`src/rtl/key_pkg.sv`:
```
// Shared types and defaults for the key click controller.
// Behaviour selection macro: KEY_CLICK_DOUBLE_EN.
package key_pkg;

  typedef enum logic {
    IDLE = 1'b0,
    WAIT = 1'b1
  } click_state_t;

  localparam int KEY_WINDOW_CYCLES_DEF = 12_500_000;
  localparam int KEY_NUM_MODES_DEF     = 7;

  // Counter width that never collapses to zero bits.
  function automatic int clog2_min1(input int n);
    int c;
    c = $clog2(n);
    return (c < 1) ? 1 : c;
  endfunction

endpackage

```
`src/rtl/key_click_ctrl_mode_stepper.sv`:
```
// Wrapping up/down mode counter with registered one-hot decode and change pulse.
// inc and dec are never asserted together by the controller.
module mode_stepper
  import key_pkg::*;
#(
  parameter int NUM_MODES = KEY_NUM_MODES_DEF,
  parameter int MODE_W    = clog2_min1(KEY_NUM_MODES_DEF)
) (
  input  logic                 clk,
  input  logic                 reset,
  input  logic                 inc,
  input  logic                 dec,
  output logic [MODE_W-1:0]    mode,
  output logic [NUM_MODES-1:0] mode_sel,
  output logic                 mode_changed
);

  localparam logic [MODE_W-1:0] MODE_LAST = MODE_W'(NUM_MODES - 1);

  logic [MODE_W-1:0]    mode_reg, mode_next;
  logic [NUM_MODES-1:0] sel_reg, sel_next;
  logic                 changed_reg;

  always_comb begin
    mode_next = mode_reg;
    if (inc) begin
      mode_next = (mode_reg == MODE_LAST) ? '0 : mode_reg + 1'b1;
    end else if (dec) begin
      mode_next = (mode_reg == '0) ? MODE_LAST : mode_reg - 1'b1;
    end
  end

  // Decode from mode_next so the one-hot lands on the same edge as mode.
  generate
    for (genvar gi = 0; gi < NUM_MODES; gi++) begin : g_sel
      assign sel_next[gi] = (mode_next == MODE_W'(gi));
    end
  endgenerate

  always_ff @(posedge clk) begin
    if (reset) begin
      mode_reg    <= '0;
      sel_reg     <= NUM_MODES'(1);
      changed_reg <= 1'b0;
    end else begin
      mode_reg    <= mode_next;
      sel_reg     <= sel_next;
      changed_reg <= inc | dec;
    end
  end

  assign mode         = mode_reg;
  assign mode_sel     = sel_reg;
  assign mode_changed = changed_reg;

endmodule

```
`src/rtl/key_click_ctrl.sv`:
```
// Classifies debounced key pulses into single/double clicks and steps a mode index.
// Double-click detection is built only when KEY_CLICK_DOUBLE_EN is defined.
module key_click_ctrl
  import key_pkg::*;
#(
  parameter int WINDOW_CYCLES = KEY_WINDOW_CYCLES_DEF,
  parameter int NUM_MODES     = KEY_NUM_MODES_DEF,
  localparam int MODE_W       = clog2_min1(NUM_MODES)
) (
  input  logic                 clk,
  input  logic                 reset,
  input  logic                 key_pulse,
  output logic [MODE_W-1:0]    mode,
  output logic [NUM_MODES-1:0] mode_sel,
  output logic                 mode_changed,
  output logic                 dbl_click,
  output logic                 busy
);

  if (WINDOW_CYCLES < 2) begin : g_bad_window
    $error("key_click_ctrl: WINDOW_CYCLES must be >= 2");
  end
  if (NUM_MODES < 2) begin : g_bad_modes
    $error("key_click_ctrl: NUM_MODES must be >= 2");
  end

  logic inc, dec;

`ifdef KEY_CLICK_DOUBLE_EN
  localparam int CNT_W = clog2_min1(WINDOW_CYCLES);
  localparam logic [CNT_W-1:0] CNT_LAST = CNT_W'(WINDOW_CYCLES - 1);

  click_state_t     state_reg, state_next;
  logic [CNT_W-1:0] cnt_reg, cnt_next;
  logic             busy_reg;
  logic             dbl_reg;

  always_ff @(posedge clk) begin
    if (reset) begin
      state_reg <= IDLE;
      cnt_reg   <= '0;
      busy_reg  <= 1'b0;
      dbl_reg   <= 1'b0;
    end else begin
      state_reg <= state_next;
      cnt_reg   <= cnt_next;
      busy_reg  <= (state_next == WAIT);
      dbl_reg   <= dec;
    end
  end

  // A pulse in WAIT wins over window expiry, and never reopens a window.
  always_comb begin
    state_next = state_reg;
    cnt_next   = cnt_reg;
    inc        = 1'b0;
    dec        = 1'b0;
    case (state_reg)
      IDLE: begin
        if (key_pulse) begin
          state_next = WAIT;
          cnt_next   = '0;
        end
      end
      WAIT: begin
        if (key_pulse) begin
          dec        = 1'b1;
          state_next = IDLE;
        end else if (cnt_reg == CNT_LAST) begin
          inc        = 1'b1;
          state_next = IDLE;
        end else begin
          cnt_next = cnt_reg + 1'b1;
        end
      end
      default: state_next = IDLE;
    endcase
  end

  assign busy      = busy_reg;
  assign dbl_click = dbl_reg;
`else
  // Without double-click support every pulse is an immediate single click.
  assign inc       = key_pulse;
  assign dec       = 1'b0;
  assign busy      = 1'b0;
  assign dbl_click = 1'b0;
`endif

  mode_stepper #(
    .NUM_MODES(NUM_MODES),
    .MODE_W   (MODE_W)
  ) u_stepper (
    .clk         (clk),
    .reset       (reset),
    .inc         (inc),
    .dec         (dec),
    .mode        (mode),
    .mode_sel    (mode_sel),
    .mode_changed(mode_changed)
  );

endmodule

```
`config.mk`:
```
export PLATFORM = sky130hd
export DESIGN_NAME = key_click_ctrl
export DESIGN_NICKNAME = d
export VERILOG_FILES = /design/src/rtl/key_pkg.sv /design/src/rtl/key_click_ctrl_mode_stepper.sv /design/src/rtl/key_click_ctrl.sv
export SDC_FILE = /design/constraint.sdc
export NUM_CORES = 1
export LEC_CHECK = 0
export ABC_AREA = 1
export BUFFER_PORTS_ARGS = -buffer_cell sky130_fd_sc_hd__buf_2
export CAP_MARGIN = 25
export CORE_AREA = 2 2 39 41
export CTS_CLUSTER_DIAMETER = 60
export CTS_CLUSTER_SIZE = 16
export DETAILED_ROUTE_END_ITERATION = 12
export DIE_AREA = 0 0 41 43
export MAX_ROUTING_LAYER = met4
export PLACE_DENSITY = 0.55
export SLEW_MARGIN = 10
export SYNTH_ARGS = -nofsm -noshare
export SYNTH_HDL_FRONTEND = slang
export SYNTH_SLANG_ARGS = --single-unit
```
`constraint.sdc`:
```
create_clock -name clk -period 1.15 [get_ports clk]
set_clock_uncertainty 0.1 [all_clocks]
set_input_delay 0 -clock clk [delete_from_list [all_inputs] [get_ports clk]]
set_output_delay 0 -clock clk [all_outputs]
set_load 0.01 [all_outputs]
```
==> key figures <==
STA
  • Crit path time final: 1.11 ns
  • Worst Slack Setup Final: 0.0374 ns
  • Worst Hold Slack: 0.416 ns
  • Fmax: 0.899 GHz
  • Final Setup Violations: 0
  • Final Slew Violations: 0
  • Final period util: 0.967
  • RSZ-0062 raised after global routing: yes
  • Hold Violations, Final: 0

Place
  • GP Congestion: 0.714
  • Placed inst area: 514 µm²
  • DP Worst Slack: 0.0499 ns
  • Dpl hpwl: 539 µm
  • I/O Buffers: 13

Critical path
  • Critical path's most frequent cell: nand2_4
  • CP Data Required Time: 1.25 ns
  • Crit path max-delay cell type: dlygate4sd3_1
  • CP max FO: 4
  • CP Cell Sequence: dlygate4sd3_1, buf_6, nand2_4, inv_1, nand2_2, nand2_4, nor2_4, nand2_1, nor2_1
  • Critical path startpoint category: input pin
  • Crit path buffers/inverters: 3
  • Slowest stage delay, CP: 0.55 ns
  • Crit. End Element: flip-flop
  • Crit path max-delay family: buffers and inverters
  • R2R Setup Slk: 0.07 ns
  • WS Path Type: in -> reg
  • CP arrival: 1.22 ns

Clock tree
  • Inserted Clock Buffers: 3
  • Clock Root Buffer: clkbuf_4
  • Clock Tree Buf Depth: 2
  • Latest clock arrival within the worst-skew pair: 0.26 ns
  • CTS tree: yes
  • Clock Sinks: 11
  • Clock transition at path regs: 0.06 ns
  • H-tree depth: 1

Pwr
  • P per Cell Area: 1330 nW/µm²
  • Peak VDD IR: 0.491 mV
  • Static leakage: 0.000328 µW
  • Total power: 830 µW

Floorplanning
  • Ports: 16
  • Initial Util: 0.313
  • Die Width: 41 µm
  • Core Area: 1380 µm²
  • Die Area: 1760 µm²
  • Rows: 14
  • Die Ht: 43 µm

Synthesis
  • Register bit total from synthesis: 11
  • Syn avg cell area: 7.87 µm²
  • Synth unique cells: 13
  • Mapped Cells: 55
  • Adder-cell area share of the yosys netlist: 0
  • Simple-gate portion of the synthesized area: 0.350
  • Post-synthesis sequential area ratio: 0.509
  • Syn. warnings: 0
  • Synth Cell Area: 433 µm²
  • Post-Synth XOR/XNOR Area: 0
  • Largest family of logic cells by synthesized area: simple AND/OR/NAND/NOR gates
  • Synth Area in Compound Gates: 0.0202
  • Post-synthesis mux area share: 0

Detailed routing
  • 1st-iter DRT viols: 2
  • First-pass DRT Iterations: 4
  • DR DRC count: 0
  • Drt wl/cell: 8.63 µm
  • Total routed wirelength: 803 µm
  • Routed Antenna Nets: 0
  • Via count: 388
  • Vias per cell: 4.17

Cells and area
  • Max reg flops: 7
  • Area added between synthesis and finish: 43.9%
  • Fin nets: 81
  • Layout cell share with drive strength beyond 1: 0.519
  • Antenna cells: 0
  • Design area: 623 µm²

Global routing
  • Global route overflow: 0
  • Initial antenna violation count: 0
  • Gr usage total: 0.108
  • Global-route wire length before repair: 1190 µm
  • Largest net degree at the start of global routing: 7
  • Vias in the first global route: 318

Job
  • Max-cap check violation count: 0

Worst hold path
  • Hold crit path type: in -> reg

Outcome
  • Status: finished clean
## layer usage
layer / up-vias / wire length, µm / track usage
met5: - / 0 / -
li1: 200 / - / -
met4: 0 / 19 / 0.100
met2: 15 / 399 / 0.150
met1: 171 / 337 / 0.117
met3: 2 / 47 / 0.0314
## kinds of logic after synthesis
group	count (synthesis)
compound gates	1
buf+inv	11
flops	11
other cells	1
simple gates	31
## cell usage after synthesis (all sizes together)
cell type	number	area (µm²)
buf	2	15.0
inv	9	33.8
nand3	2	10.0
o21ai	1	8.76
dfxtp	11	220
nand2	16	77.6
nor2	13	63.8
conb	1	3.75
## path summary, 6_finish.rpt
| check | cells past startpoint | end | startpoint |
|---|---|---|---|
| worst min-delay path | 3 | u_stepper.mode[0]$_SDFF_PP0_ | reset |
| worst max register to register | 7 | u_stepper.mode_sel[0]$_SDFF_PP1_ | u_stepper.mode[1]$_SDFF_PP0_ |
| worst max-delay path | 9 | u_stepper.mode_sel[6]$_SDFF_PP0_ | key_pulse |
| worst min register to register | 3 | u_stepper.mode[1]$_SDFF_PP0_ | u_stepper.mode[1]$_SDFF_PP0_ |
## cell type report
| cell class | count | area, µm² |
|---|---|---|
| multi-input combinational | 34 | 195 |
| inverter | 9 | 33.8 |
| sequential | 11 | 226 |
| fill | 146 | 761 |
| clock buffer | 4 | 26.3 |
| timing repair buffer | 19 | 121 |
| tap | 16 | 20.0 |
## layout by cell type (no fill, tap or decap)
master,instances
dfxtp_1,8
inv_1,7
clkbuf_1,1
nand3_2,1
buf_4,4
nand2_4,2
dfxtp_4,1
inv_2,2
clkbuf_4,3
nand2_1,8
buf_2,12
conb_1,2
dlygate4sd3_1,2
nor2_2,4
nor2_4,1
nand3_1,1
nand2_2,6
buf_6,1
dfxtp_2,2
o21ai_4,1
nor2_1,8
## worst min-delay path: cells and delay by family
kind | cells | cell delay (ns)
buf+inv | 2 | 0.69
simple gates | 1 | 0.06
## through the flow
step                      TNS, ns  cells   util
after CTS                       0     90  0.405
after global routing      -0.0567     93  0.450
after detailed placement        0     84  0.372
after global placement          0     84  0.372
after floorplan                 0     56      -
final                           0     93  0.450
## report_power, final
part,switching (µW),total (µW),internal [µW]
Combinational,94.1,163,68.6
Clock,117,251,134
Sequential,12.6,416,403
Total,224,830,606
## what timing repair did
| item | CTS | global route |
|---|---|---|
| endpoints found under the hold margin | 8 | 0 |
| buffers inserted | 0 | 3 |
| endpoints found under the setup margin | 0 | 7 |
| hold buffers | 2 | 0 |
| gates resized for setup | 0 | 14 |
Power figures use the tool's default switching activity.
